[src/rtl/ysyx_25060170_lsu.sv]
// ysyx_25060170_lsu: LS-stage load/store unit with one outstanding memory access and LS/WB register.
// Optional misaligned-access exceptions are enabled by defining YSYX_25060170_LSU_MISALIGN_EN.
module ysyx_25060170_lsu (
    input  logic        clk,
    input  logic        rst,
    input  logic [31:0] ls_inst,
    input  logic [31:0] ls_pc,
    input  logic [31:0] ls_exu_res,
    input  logic [31:0] ls_store_data,
    input  logic [3:0]  ls_lsctl,
    input  logic [1:0]  ls_wbctl,
    input  logic        ls_rd_ena,
    input  logic [4:0]  ls_rd_addr,
    output logic        mem_req_valid,
    input  logic        mem_req_ready,
    output logic        mem_req_wen,
    output logic [31:0] mem_req_addr,
    output logic [31:0] mem_req_wdata,
    output logic [3:0]  mem_req_wstrb,
    input  logic        mem_rsp_valid,
    input  logic [31:0] mem_rsp_rdata,
    input  logic        mem_rsp_err,
    output logic        ls_ready,
    output logic        ls_flush,
    output logic [3:0]  ls_exc_cause,
    output logic [31:0] ls_exc_tval,
    output logic [31:0] wb_inst,
    output logic [31:0] wb_pc,
    output logic [31:0] wb_rd_data,
    output logic [1:0]  wb_wbctl,
    output logic        wb_rd_ena,
    output logic [4:0]  wb_rd_addr,
    output logic [4:0]  ls_rd_addr_forward,
    output logic [31:0] ls_rd_data_forward
);
    typedef enum logic {IDLE, WAIT} state_t;
    state_t state_q, state_d;
    logic [31:0] addr, load_data, rd_data, wb_inst_q, wb_pc_q, wb_rd_data_q;
    logic [15:0] rhalf;
    logic [7:0]  rbyte;
    logic [3:0]  cause;
    logic [1:0]  wb_wbctl_q;
    logic [4:0]  wb_rd_addr_q;
    logic        wb_rd_ena_q, lb, lh, lw, lbu, lhu, sb, sh, sw, is_load, is_store, misalign;
    logic        req_valid, ready, flush, wb_load;
    assign addr     = ls_exu_res;
    assign lb       = ls_lsctl == 4'b0001;
    assign lh       = ls_lsctl == 4'b0010;
    assign lw       = ls_lsctl == 4'b0011;
    assign lbu      = ls_lsctl == 4'b0100;
    assign lhu      = ls_lsctl == 4'b0101;
    assign sb       = ls_lsctl == 4'b1000;
    assign sh       = ls_lsctl == 4'b1001;
    assign sw       = ls_lsctl == 4'b1010;
    assign is_load  = lb | lh | lw | lbu | lhu;
    assign is_store = sb | sh | sw;
`ifdef YSYX_25060170_LSU_MISALIGN_EN
    assign misalign = ((lh | lhu | sh) & addr[0]) | ((lw | sw) & (addr[1:0] != 2'b00));
`else
    assign misalign = 1'b0;
`endif
    assign rbyte     = mem_rsp_rdata[8*addr[1:0] +: 8];
    assign rhalf     = addr[1] ? mem_rsp_rdata[31:16] : mem_rsp_rdata[15:0];
    assign load_data = lb  ? {{24{rbyte[7]}}, rbyte} :
                       lbu ? {24'b0, rbyte} :
                       lh  ? {{16{rhalf[15]}}, rhalf} :
                       lhu ? {16'b0, rhalf} : mem_rsp_rdata;
    always_comb begin
        state_d   = state_q;
        req_valid = 1'b0;
        ready     = 1'b0;
        flush     = 1'b0;
        cause     = 4'd0;
        wb_load   = 1'b0;
        rd_data   = addr;
        if (state_q == IDLE) begin
            if (!(is_load | is_store)) begin
                wb_load = 1'b1;
            end else if (misalign) begin
                flush = 1'b1;
                cause = is_load ? 4'd4 : 4'd6;
            end else begin
                req_valid = 1'b1;
                ready     = 1'b1;
                state_d   = mem_req_ready ? WAIT : IDLE;
            end
        end else if (!mem_rsp_valid) begin
            ready = 1'b1;
        end else begin
            state_d = IDLE;
            if (mem_rsp_err) begin
                flush = 1'b1;
                cause = is_load ? 4'd5 : 4'd7;
            end else begin
                wb_load = 1'b1;
                rd_data = is_load ? load_data : addr;
            end
        end
    end
    // Handshake outputs are forced low while reset is held.
    assign mem_req_valid = rst & req_valid;
    assign ls_ready      = rst & ready & ~flush;
    assign ls_flush      = rst & flush;
    assign ls_exc_cause  = ls_flush ? cause : 4'd0;
    assign ls_exc_tval   = ls_flush ? addr : 32'd0;
    assign mem_req_wen   = is_store;
    assign mem_req_addr  = {addr[31:2], 2'b00};
    assign mem_req_wdata = sb ? {4{ls_store_data[7:0]}} : sh ? {2{ls_store_data[15:0]}} : sw ? ls_store_data : 32'd0;
    assign mem_req_wstrb = sb ? 4'b0001 << addr[1:0] : sh ? (addr[1] ? 4'b1100 : 4'b0011) : sw ? 4'b1111 : 4'b0000;
    assign ls_rd_addr_forward = ls_rd_ena ? ls_rd_addr : 5'd0;
    assign ls_rd_data_forward = !is_load ? addr : (state_q == WAIT && mem_rsp_valid) ? load_data : 32'd0;
    always_ff @(posedge clk or negedge rst) begin
        if (!rst) begin
            state_q      <= IDLE;
            wb_inst_q    <= 32'd0;
            wb_pc_q      <= 32'd0;
            wb_rd_data_q <= 32'd0;
            wb_wbctl_q   <= 2'd0;
            wb_rd_ena_q  <= 1'b0;
            wb_rd_addr_q <= 5'd0;
        end else begin
            state_q      <= state_d;
            wb_inst_q    <= wb_load ? ls_inst : 32'd0;
            wb_pc_q      <= wb_load ? ls_pc : 32'd0;
            wb_rd_data_q <= wb_load ? rd_data : 32'd0;
            wb_wbctl_q   <= wb_load ? ls_wbctl : 2'd0;
            wb_rd_ena_q  <= wb_load & ls_rd_ena;
            wb_rd_addr_q <= wb_load ? ls_rd_addr : 5'd0;
        end
    end
    assign wb_inst    = wb_inst_q;
    assign wb_pc      = wb_pc_q;
    assign wb_rd_data = wb_rd_data_q;
    assign wb_wbctl   = wb_wbctl_q;
    assign wb_rd_ena  = wb_rd_ena_q;
    assign wb_rd_addr = wb_rd_addr_q;
endmodule

[config.mk]
export PLATFORM = sky130hd
export DESIGN_NAME = ysyx_25060170_lsu
export DESIGN_NICKNAME = d
export VERILOG_FILES = /design/src/rtl/ysyx_25060170_lsu.sv
export SDC_FILE = /design/constraint.sdc
export NUM_CORES = 1
export LEC_CHECK = 0
export CAP_MARGIN = 20
export CORE_AREA = 2 2 165 167
export DETAILED_ROUTE_END_ITERATION = 8
export DIE_AREA = 0 0 167 169
export SLEW_MARGIN = 20
export SYNTH_ARGS = -nofsm -noshare
export SYNTH_HDL_FRONTEND = slang
export SYNTH_SLANG_ARGS = --single-unit
[constraint.sdc]
create_clock -name clk -period 7.7 [get_ports clk]
set_input_delay 1.54 -clock clk [delete_from_list [all_inputs] [get_ports clk]]
set_output_delay 1.54 -clock clk [all_outputs]
set_load 0.01 [all_outputs]
==> results.toml, run 1 <==
[logic_synthesis]
synth_common_cells = "118 x and2_1, 105 x dfrtp_1, 48 x nor2_1"
synth_cells = 667
postSynthAreaPerCell_um2 = 9.625
yosysUniqueCellTypes = 58
yosys.area_share.simple_pct = 23.74
synth-compound-area-share_pct = 20.68
synth_warnings = 0
synthTopCellsByArea = "dfrtp_1 41%, and2_1 11%, buf_4 4.3%"
synth.most_common_cell = "and2_1"
yosysTopAreaCell = "dfrtp_1"
synthMuxAreaShare_pct = 5.477
ys_seq_area_share_pct = 40.93
synth_edf_count = 0
ys_ff_latch = 105
synthAdderAreaFrac_pct = 0
synth-main-ff-cell = "dfrtp_1"
synth_xor_area_share_pct = 0.1364
syn_area_mm2 = 0.006420
synth_top_family_by_area = "simple AND/OR/NAND/NOR gates"
synth_top_cell_area_share_pct = 40.93
synthArstFlopShare_pct = 100.0

[sta]
fin_skew_ps = 7.974
fmax_mhz = 147.5
worst_pin_slew_ps = 1033
min_period_ps = 6778
setup_ws_ps = 922.2
finalHoldViolCount = 0
relSlewSlack_pct = 31.10
finalSetupViolations = 0
finalCritPeriodShare_pct = 88.02
rsz0062_at_grt = "no"
maxSlewViolCount = 0
tns_ps = 0

[die]
rows = 60
fp.coreArea_mm2 = 0.02650
ioPinCount = 426
die_w_um = 167
fp.dieH_um = 169
fp.dieArea_mm2 = 0.02822
start_util_pct = 24.23

[drt]
vias_per_cell = 4.692
drt_first_iter_violations = 412
wire_per_inst_um = 21.00
vias = 6419
drc_errors = 0
drt_pass1_iterations = 7
drt-total-wl_mm = 28.73
ant_nets = 0

[critical_path]
cp.required_ps = 6160
path_max_fanout = 18
start_kind = "input pin"
critical_path_class = "in2out"
arrival_ps = 5240
cp-startpoint = "ls_exu_res[1]"
crit-reg2reg-launch = "state_q"
crit_path_end_kind = "output port"

[cells_and_area]
nNetsFinal = 1196
final_core_util_pct = 41.46
drive_above_1_share_pct = 5.762
area_growth_pct = 71.14

[pwr]
internal-power_mw = 1.184
power_density_mw_per_mm2 = 154.5
ir_drop_v = 0.0001197
power_leakage_nw = 4.516
switching_share_pct = 30.25
combPwrFrac_pct = 33.8
seqPwrFrac_pct = 36.6
switchingPower_mw = 0.5135
power_frac_clock_pct = 29.6

[clock_network]
cts_tree = "yes"
cts_made_buffers = 9
cts_root_buf = "clkbuf_16"
post_cts_resized = 0
h-tree-depth = 3
cts_hold_buf = 0
cts_buffer_depth = 2
clkTransAtPathRegs_ps = 80
postCtsSetupBuffers = 0
clk_latency_ps = 360
cts_num_sinks = 105

[grt]
grt_overflow = 0
grt_max_degree = 96
grtUsageTotal_pct = 19.89
grt_pass1_wl_mm = 42.26
grt_pass1_vias = 6402
antenna_found_initial = 7

[place]
pre_cts_ws_ps = 810.9
hpwl_mm = 22.06
io_buffer_count = 422
gp_congestion = 0.7966

[worst_hold_path]
min_from = "state_q"
hp-class = "reg2reg"

[outcome]
outcome = "complete, no violations"

[run]
maxCapViolations = 0
-- critical path, cell delays in order --
cell	delay (ps)
clkdlybuf4s50_1	790
mux4_2	540
nand4bb_1	700
nor2_1	910
a221o_1	230
clkdlybuf4s50_1	530
-- path summary, 6_finish.rpt --
| kind | depth (start not counted) | to | slack [ps] |
|---|---|---|---|
| worst max-delay path | 6 | ls_rd_data_forward[10] | 920 |
| worst min-delay path | 1 | state_q | 660 |
| worst max register to register | 5 | wb_rd_data[15] | 5550 |
| worst min register to register | 1 | state_q | 660 |
| max in group asynchronous | 2 | wb_rd_data[22] | 5220 |
| min in group asynchronous | 1 | wb_inst[17] | 1140 |
-- per-stage QoR --
| stage | power [mW] | cell area (um2) | std cells | hold WS (ps) |
|---|---|---|---|---|
| 4_1_cts | 1.725 | 10980 | 1365 | 650.1 |
| 3_3_place_gp | 1.210 | 10660 | 1349 | 632.6 |
| 3_5_place_dp | 1.214 | 10660 | 1349 | 638.9 |
| 5_1_grt | 1.776 | 10990 | 1368 | 689.5 |
| 6_report | 1.697 | 10990 | 1368 | 661.0 |
| 2_1_floorplan | 0.8675 | 6427 | 669 | 574.1 |
-- layout by cell type, fill, tap and decap left out, types with 3 or more instances in the layout --
cell type / synthesis / final
clkdlybuf4s50_1: 0 / 420
and2_1: 118 / 118
dfrtp_1: 105 / 105
nor2_1: 48 / 46
a21oi_1: 28 / 28
nor2b_1: 28 / 28
nand2b_1: 22 / 22
a211oi_1: 17 / 17
o31ai_1: 17 / 17
nand2_1: 17 / 17
o211a_1: 16 / 16
mux2i_1: 16 / 16
a22o_1: 16 / 16
a2bb2oi_1: 16 / 16
o21ai_0: 15 / 14
buf_4: 37 / 14
clkbuf_16: 0 / 9
inv_1: 8 / 8
mux4_2: 8 / 8
o21bai_1: 8 / 8
a2111oi_0: 8 / 8
or3_1: 8 / 8
a221o_1: 7 / 7
o221a_2: 4 / 4
diode_2: 0 / 3
or2_2: 3 / 3
o221a_1: 3 / 3
nor3_1: 4 / 3
conb_1: 1 / 3
-- power by group through the flow --
stage | clock [mW] | sequential (mW) | combinational [mW]
CTS | 0.519 | 0.621 | 0.584
floorplan | 0 | 0.660 | 0.208
finish | 0.502 | 0.621 | 0.575
detailed placement | 0 | 0.632 | 0.582
global placement | 0 | 0.631 | 0.579
global route | 0.534 | 0.626 | 0.616
-- area by class of cell --
type,instances,area (um2)
Fill cell,2569,15510
Timing Repair Buffer,435,4314
Multi-Input combinational cell,460,3261
Sequential cell,105,2628
Tap cell,341,426.7
Clock buffer,9,225.2
Clock inverter,7,95.09
Inverter,8,30.03
Antenna cell,3,7.507
-- cells by family after synthesis --
| kind of cell | count (synthesis) |
|---|---|
| compound gates | 170 |
| xor+xnor | 1 |
| buf+inv | 104 |
| flops | 105 |
| mux | 25 |
| other cells | 1 |
| simple gates | 261 |
-- per-layer routing --
| metal | track usage, % | vias to the layer above | wire length, um | share of wire [%] |
|---|---|---|---|---|
| met5 | 0 | - | 31 | 0.11 |
| met4 | 4.835 | 6 | 379 | 1.3 |
| met3 | 5.495 | 24 | 2067 | 7.2 |
| met2 | 35.93 | 273 | 14890 | 52 |
| met1 | 23.32 | 3107 | 11360 | 40 |
| li1 | - | 3009 | - | - |
-- state kept, by name, indices dropped and copies added, names as in the netlist --
| signal | cells |
|---|---|
| wb_rd_ena | 1 |
| state_q | 1 |
| wb_pc | 32 |
| wb_inst | 32 |
| wb_rd_data | 32 |
| wb_rd_addr | 5 |
| wb_wbctl | 2 |
Power figures use the tool's default switching activity.
==> run 2, diff against run 1 <==
CAP_MARGIN = 5   (was 20)
==> results of run 2 <==
No change in the layout: final DEF, timing and power equal those of run 1.
